## src/rtl/exec_sequencer_if.sv

```systemverilog
// Host command port of the run-control sequencer.
// Latency: none, plain wires bundling one valid/ready channel.
// Backpressure: Cmd_ready from the sequencer; a command transfers on a rising edge with Cmd_valid && Cmd_ready.
//
// Signals:
//   Cmd_valid  host -> seq  command present
//   Cmd_ready  seq -> host  command can be taken this cycle
//   Cmd_op     host -> seq  00 RUN, 01 HALT, 10 STEP, 11 SET_BP
//   Cmd_data   host -> seq  SET_BP payload: [31:2] breakpoint word address, [0] enable
interface exec_sequencer_if;
  logic        Cmd_valid;
  logic        Cmd_ready;
  logic [1:0]  Cmd_op;
  logic [31:0] Cmd_data;

  modport master (
    output Cmd_valid,
    output Cmd_op,
    output Cmd_data,
    input  Cmd_ready
  );

  modport slave (
    input  Cmd_valid,
    input  Cmd_op,
    input  Cmd_data,
    output Cmd_ready
  );
endinterface

```

## src/rtl/exec_sequencer.sv

```systemverilog
// Run-control sequencer gating every architectural update of the RV32I core through Core_en.
// Latency: commands take effect on the accepting edge; breakpoint/EBREAK halts drop Core_en in the same cycle.
// Backpressure: Cmd_ready is low only during the single STEP cycle; Core_en has no path from the command port.
//
// Ports:
//   Clk, Rst_n    clock, asynchronous active-low reset
//   cmd           command port (exec_sequencer_if.slave)
//   Pc            current PC of the core
//   Instruction   instruction fetched at Pc
//   Core_en       1 = core commits the instruction at Pc this cycle
//   State         00 HALTED, 01 RUNNING, 10 STEP
//   Halted        State == HALTED
//   Halt_cause    00 reset, 01 HALT command, 10 breakpoint, 11 EBREAK
//   Cycle_count   cycles spent outside HALTED (wraps)
//   Instr_count   cycles with Core_en = 1 (wraps)
module exec_sequencer #(
  parameter int CNT_W = 32
) (
  input  logic               Clk,
  input  logic               Rst_n,
  exec_sequencer_if.slave    cmd,
  input  logic [31:0]        Pc,
  input  logic [31:0]        Instruction,
  output logic               Core_en,
  output logic [1:0]         State,
  output logic               Halted,
  output logic [1:0]         Halt_cause,
  output logic [CNT_W-1:0]   Cycle_count,
  output logic [CNT_W-1:0]   Instr_count
);

  localparam logic [1:0] ST_HALTED  = 2'b00;
  localparam logic [1:0] ST_RUNNING = 2'b01;
  localparam logic [1:0] ST_STEP    = 2'b10;

  localparam logic [1:0] OP_RUN    = 2'b00;
  localparam logic [1:0] OP_HALT   = 2'b01;
  localparam logic [1:0] OP_STEP   = 2'b10;
  localparam logic [1:0] OP_SET_BP = 2'b11;

  localparam logic [1:0] CAUSE_RESET = 2'b00;
  localparam logic [1:0] CAUSE_HALT  = 2'b01;
  localparam logic [1:0] CAUSE_BP    = 2'b10;
  localparam logic [1:0] CAUSE_EBRK  = 2'b11;

  localparam logic [31:0] EBREAK_INSN = 32'h0010_0073;

  logic [1:0]  stateQ, stateD;
  logic [1:0]  causeQ, causeD;
  logic        skipQ, skipD;
  logic [29:0] bpAddrQ;
  logic        bpEnQ;

  logic        cmdReady;
  logic        cmdAcc;
  logic        bpHit;
  logic        ebrk;
  logic        coreEn;

  // Byte-offset bits of Pc and the spare payload bit carry no meaning here.
  logic        unusedBits;
  assign unusedBits = ^{Pc[1:0], cmd.Cmd_data[1]};

  assign cmdAcc = cmd.Cmd_valid && cmdReady;

  // Skip masks the breakpoint at the PC we resumed from, so RUN from a
  // breakpoint address makes progress instead of re-halting immediately.
  assign bpHit = bpEnQ && (Pc[31:2] == bpAddrQ) && !skipQ;
  assign ebrk  = (Instruction == EBREAK_INSN);

  //--------------------------------------------------------------------------
  // State register
  //--------------------------------------------------------------------------
  always_ff @(posedge Clk or negedge Rst_n) begin
    if (!Rst_n) begin
      stateQ <= ST_HALTED;
      causeQ <= CAUSE_RESET;
      skipQ  <= 1'b0;
    end else begin
      stateQ <= stateD;
      causeQ <= causeD;
      skipQ  <= skipD;
    end
  end

  //--------------------------------------------------------------------------
  // Next-state logic
  //--------------------------------------------------------------------------
  always_comb begin
    stateD = stateQ;
    causeD = causeQ;
    skipD  = skipQ;
    unique case (stateQ)
      ST_HALTED: begin
        // HALT and SET_BP leave the state (and the last cause) alone.
        if (cmdAcc && cmd.Cmd_op == OP_RUN) begin
          stateD = ST_RUNNING;
          skipD  = 1'b1;
        end else if (cmdAcc && cmd.Cmd_op == OP_STEP) begin
          stateD = ST_STEP;
        end
      end
      ST_RUNNING: begin
        skipD = 1'b0;
        // EBREAK outranks the breakpoint, which outranks a host HALT.
        if (ebrk) begin
          stateD = ST_HALTED;
          causeD = CAUSE_EBRK;
        end else if (bpHit) begin
          stateD = ST_HALTED;
          causeD = CAUSE_BP;
        end else if (cmdAcc && cmd.Cmd_op == OP_HALT) begin
          stateD = ST_HALTED;
          causeD = CAUSE_HALT;
        end
      end
      ST_STEP: begin
        stateD = ST_HALTED;
        causeD = ebrk ? CAUSE_EBRK : CAUSE_HALT;
      end
      default: begin
        // Unused encoding: fall back to a safe halted core.
        stateD = ST_HALTED;
      end
    endcase
  end

  //--------------------------------------------------------------------------
  // Output logic (pure function of registered state and core-side inputs)
  //--------------------------------------------------------------------------
  always_comb begin
    coreEn   = 1'b0;
    cmdReady = 1'b1;
    unique case (stateQ)
      ST_RUNNING: coreEn = !(bpHit || ebrk);
      ST_STEP: begin
        coreEn   = !ebrk;     // breakpoint deliberately ignored while stepping
        cmdReady = 1'b0;
      end
      default: coreEn = 1'b0;
    endcase
  end

  assign Core_en       = coreEn;
  assign cmd.Cmd_ready = cmdReady;
  assign State         = stateQ;
  assign Halted        = (stateQ == ST_HALTED);
  assign Halt_cause    = causeQ;

  //--------------------------------------------------------------------------
  // Breakpoint register
  //--------------------------------------------------------------------------
  always_ff @(posedge Clk or negedge Rst_n) begin
    if (!Rst_n) begin
      bpAddrQ <= '0;
      bpEnQ   <= 1'b0;
    end else if (cmdAcc && cmd.Cmd_op == OP_SET_BP) begin
      bpAddrQ <= cmd.Cmd_data[31:2];
      bpEnQ   <= cmd.Cmd_data[0];
    end
  end

  //--------------------------------------------------------------------------
  // Counters: sample pre-edge state and Core_en, wrap freely
  //--------------------------------------------------------------------------
  always_ff @(posedge Clk or negedge Rst_n) begin
    if (!Rst_n) begin
      Cycle_count <= '0;
      Instr_count <= '0;
    end else begin
      if (stateQ != ST_HALTED) Cycle_count <= Cycle_count + CNT_W'(1);
      if (coreEn)              Instr_count <= Instr_count + CNT_W'(1);
    end
  end

  //--------------------------------------------------------------------------
  // Run-control invariants
  //--------------------------------------------------------------------------
  assert property (@(posedge Clk) disable iff (!Rst_n) (stateQ == ST_HALTED) |-> !coreEn);
  assert property (@(posedge Clk) disable iff (!Rst_n) (stateQ == ST_STEP) |=> (stateQ == ST_HALTED));
  assert property (@(posedge Clk) disable iff (!Rst_n) (stateQ != 2'b11));

endmodule

```

## src/flat_wrapper.sv

```systemverilog
// flat-port wrapper written by rule: the top's interface ports become plain ports
module exec_sequencer_flat 
#(
  parameter int CNT_W = 32
)
  (Clk, Rst_n, Pc, Instruction, Core_en, State, Halted, Halt_cause, Cycle_count, Instr_count, cmd_Cmd_valid, cmd_Cmd_op, cmd_Cmd_data, cmd_Cmd_ready);
  exec_sequencer_if cmd_i ();
  input  logic Clk;
  input  logic Rst_n;
  input  logic [31:0] Pc;
  input  logic [31:0] Instruction;
  output logic Core_en;
  output logic [1:0] State;
  output logic Halted;
  output logic [1:0] Halt_cause;
  output logic [CNT_W-1:0] Cycle_count;
  output logic [CNT_W-1:0] Instr_count;
  input wire logic [$bits(cmd_i.Cmd_valid)-1:0] cmd_Cmd_valid;
  input wire logic [$bits(cmd_i.Cmd_op)-1:0] cmd_Cmd_op;
  input wire logic [$bits(cmd_i.Cmd_data)-1:0] cmd_Cmd_data;
  output wire logic [$bits(cmd_i.Cmd_ready)-1:0] cmd_Cmd_ready;
  assign cmd_i.Cmd_valid = cmd_Cmd_valid;
  assign cmd_i.Cmd_op = cmd_Cmd_op;
  assign cmd_i.Cmd_data = cmd_Cmd_data;
  assign cmd_Cmd_ready = cmd_i.Cmd_ready;
  exec_sequencer #(.CNT_W(CNT_W)) u_core (.Clk(Clk), .Rst_n(Rst_n), .cmd(cmd_i), .Pc(Pc), .Instruction(Instruction), .Core_en(Core_en), .State(State), .Halted(Halted), .Halt_cause(Halt_cause), .Cycle_count(Cycle_count), .Instr_count(Instr_count));
endmodule
```

## config.mk

```make
export PLATFORM = sky130hd
export DESIGN_NAME = exec_sequencer_flat
export DESIGN_NICKNAME = d
export VERILOG_FILES = /design/src/rtl/exec_sequencer_if.sv /design/src/rtl/exec_sequencer.sv /design/src/flat_wrapper.sv
export SDC_FILE = /design/constraint.sdc
export NUM_CORES = 1
export LEC_CHECK = 0
export ABC_AREA = 1
export BUFFER_PORTS_ARGS = -buffer_cell sky130_fd_sc_hd__buf_2
export CORE_MARGIN = 1
export CORE_UTILIZATION = 53
export CTS_CLUSTER_DIAMETER = 120
export DETAILED_ROUTE_END_ITERATION = 7
export PLACE_DENSITY_LB_ADDON = 0.08
export SETUP_SLACK_MARGIN = 0.15
export SLEW_MARGIN = 20
export SYNTH_ARGS = -nofsm -noshare
export SYNTH_HDL_FRONTEND = slang
export SYNTH_SLANG_ARGS = --single-unit
```

## constraint.sdc

```tcl
create_clock -name Clk -period 2.25 [get_ports Clk]
set_input_delay 0.225 -clock Clk [delete_from_list [all_inputs] [get_ports Clk]]
set_output_delay 0.225 -clock Clk [all_outputs]
set_load 0.005 [all_outputs]
```

==> impl_metrics.env <==
export IMPL_worst_clock_skew_ns=0.00552
export IMPL_p_sw_mw=2.22
export IMPL_max_slew_margin_rel_pct=57.0
export IMPL_status="complete, no violations"
export IMPL_avgViaCountPerCell=5.01
export IMPL_cellLeakagePower_nw=4.25
export IMPL_ys_ff_latch=100
export IMPL_path_max_fanout=3
export IMPL_start_util_pct=55.3
export IMPL_combPwrFrac_pct=33.5
export IMPL_setup_viol=0
export IMPL_ys_seq_area_share_pct=41.1
export IMPL_async_flop_share_pct=100
export IMPL_synth_ff_type="dfrtp_1"
export IMPL_irDropWorstVdd_mv=0.643
export IMPL_dpl_hpwl_mm=11.5
export IMPL_cp_start_kind="flip-flop"
export IMPL_mostFrequentLayoutCells="249 x nand2_1, 166 x buf_2, 104 x inv_1, 100 x dfrtp_1, 88 x nor2_1"
export IMPL_clkPwrFrac_pct=27.2
export IMPL_cts_tree="built"
export IMPL_ios=172
export IMPL_cp_required_ns=2.03
export IMPL_cts_htree_levels=3
export IMPL_fill_cells=1052
export IMPL_place_area_sq_um=7140
export IMPL_hold_violations=0
export IMPL_worst_slew_pin_slew_ns=0.645
export IMPL_dieArea_sq_um=11900
export IMPL_placed_cells=1129
export IMPL_seq_power_share_pct=39.4
export IMPL_p_int_mw=3.90
export IMPL_post_route_period_util_pct=90.2
export IMPL_drcViolationCount=0
export IMPL_grt_pass1_wl_mm=24.0
export IMPL_grt_use_total_pct=26.3
export IMPL_cap_violations=0
export IMPL_fmax_mhz=493
export IMPL_ys_types=34
export IMPL_cts_root_buffer="clkbuf_16"
export IMPL_tns_ns=0
export IMPL_hold_class="in2reg"
export IMPL_synth_area_sq_um=6100
export IMPL_criticalPathCategory="reg2out"
export IMPL_layout_nets=1110
export IMPL_syn_nets=934
export IMPL_routed_wl_mm=14.9
export IMPL_clkTransAtPathRegs_ns=0.07
export IMPL_whs_ns=0.0954
export IMPL_grt_max_degree=55
export IMPL_grt_overflow=0
export IMPL_rows=38
export IMPL_switching_share_pct=36.3
export IMPL_num_antenna_cells=0
export IMPL_drive_gt1_share_pct=24.9
export IMPL_cts_path_max_buffers=2
export IMPL_clk_latency_ns=0.35
export IMPL_postSynthCellCount=828
export IMPL_drtIter0Drc=391
export IMPL_final_common_cell="nand2_1"
export IMPL_fin_crit_ns=2.03
export IMPL_areaGrowthSynthToFinish_pct=24.0
export IMPL_arrival_ns=1.80
export IMPL_finalPower_mw=6.12
export IMPL_grt_pass1_vias=5212
export IMPL_powerDensity_nw_per_um2=809
export IMPL_cts_buffers=9
export IMPL_rsz0062_at_grt="yes"
export IMPL_numPortBuffers=168
export IMPL_drt_pass1_iter_count=7
export IMPL_synth_edf_count=0
export IMPL_ant_nets=0
export IMPL_die_w_um=109
export IMPL_grt_antenna_before_repair=0
export IMPL_instances_no_fill=1149
export IMPL_fin_area_sq_um=7560
export IMPL_drv_slew=0
export IMPL_syn_avg_cell_area_sq_um=7.36
export IMPL_place_gp_congestion=0.940
export IMPL_dp_slack_ns=0.348
export IMPL_num_vias=5751
export IMPL_cts_sinks=100
export IMPL_cp_end_kind="primary output"
export IMPL_core_area_sq_um=11000
export IMPL_worst_slack_ns=0.221
export IMPL_ys_warnings_count=0
export IMPL_wire_per_inst_um=12.9
export IMPL_fp_dieH_um=109
export IMPL_final_util_pct=68.5
## routing by layer
layer	part of all wire, %	track usage [%]	up-vias	wire length, um
met3	6.7	7.23	14	992
met4	0.93	5.43	0	138
li1	-	-	2949	-
met2	45	42.0	189	6750
met1	47	35.6	2599	6990
met5	0	0	-	0
## power groups by stage
stage               clock network (mW)  registers [mW]  logic, mW
global placement                     0            2.42       1.92
finish                            1.66            2.41       2.05
detailed placement                   0            2.42       1.96
global route                      1.77            2.46       2.31
CTS                               1.70            2.40       1.99
floorplan                            0            2.38       1.32
## synth_stat cells, drive strengths merged, types with 10 or more instances
| library cell | number | area share [%] |
|---|---|---|
| nand3 | 57 | 4.7 |
| a21oi | 25 | 2.1 |
| xnor2 | 25 | 3.6 |
| buf | 10 | 0.94 |
| nor3 | 20 | 1.9 |
| nor2 | 104 | 7.5 |
| xor2 | 40 | 5.7 |
| nand2 | 260 | 16 |
| nor4 | 11 | 1.2 |
| nand4 | 30 | 3.6 |
| inv | 109 | 6.7 |
| dfrtp | 100 | 41 |
## flip-flops by register name (all words and copies together) (netlist names)
| register | count |
|---|---|
| u_core.bpAddrQ | 30 |
| u_core.State | 2 |
| u_core.Halt_cause | 2 |
| u_core.skipQ | 1 |
| u_core.bpEnQ | 1 |
| u_core.Instr_count | 32 |
| u_core.Cycle_count | 32 |
## logic make-up after synthesis
kind of cell,share of synthesized area [%]
mux,1.48
flops,41.1
simple gates,36.3
compound gates,2.61
xor+xnor,9.34
fa+ha+maj,1.03
buf+inv,8.21
## worst max-delay path, cell delays in order (launching register included)
cell     delay (ns)
dfrtp_1        0.41
xnor2_2        0.21
nand2_1        0.07
nor2_1         0.11
nand2_1        0.07
nor2_2         0.10
nand2_2        0.08
nand3_2        0.08
nand2_2        0.09
nand2_4        0.08
inv_2          0.04
buf_6          0.10
## cell type report
class / count / area [sq um] / share of cell area, %
repair buffers: 183 / 990 / 13.1
clock buffers: 10 / 229 / 3.03
clock inverters: 6 / 88.8 / 1.18
flip-flops and latches: 100 / 2500 / 33.1
inverters: 110 / 413 / 5.46
well taps: 140 / 175 / 2.32
multi-input cells: 600 / 3160 / 41.8
## what timing repair did
item / CTS / global route
endpoints found under the setup margin: 1 / 1
resized for setup: 4 / 13
hold buffers: 1 / 0
pin swaps: 1 / 12
hold endpoints to repair: 46 / 0
setup buffers: 1 / 2
## worst paths after layout
kind | slack (ns) | endpoint | cells past startpoint | from
setup / recovery | 0.22 | Core_en | 11 | u_core.bpAddrQ[12]$_DFFE_PN0P_
max in group asynchronous | 1.12 | u_core.Instr_count[6]$_DFFE_PN0P_ | 3 | Rst_n
setup reg to reg | 0.38 | u_core.Instr_count[24]$_DFFE_PN0P_ | 10 | u_core.Instr_count[0]$_DFFE_PN0P_
hold / removal | 0.1 | u_core.bpAddrQ[0]$_DFFE_PN0P_ | 2 | cmd_Cmd_data[2]
hold reg to reg | 0.48 | u_core.Halt_cause[0]$_DFFE_PN0P_ | 2 | u_core.Halt_cause[0]$_DFFE_PN0P_
min in group asynchronous | 0.43 | u_core.bpAddrQ[19]$_DFFE_PN0P_ | 2 | Rst_n
Note: power is estimated with default switching activity, not from simulation.
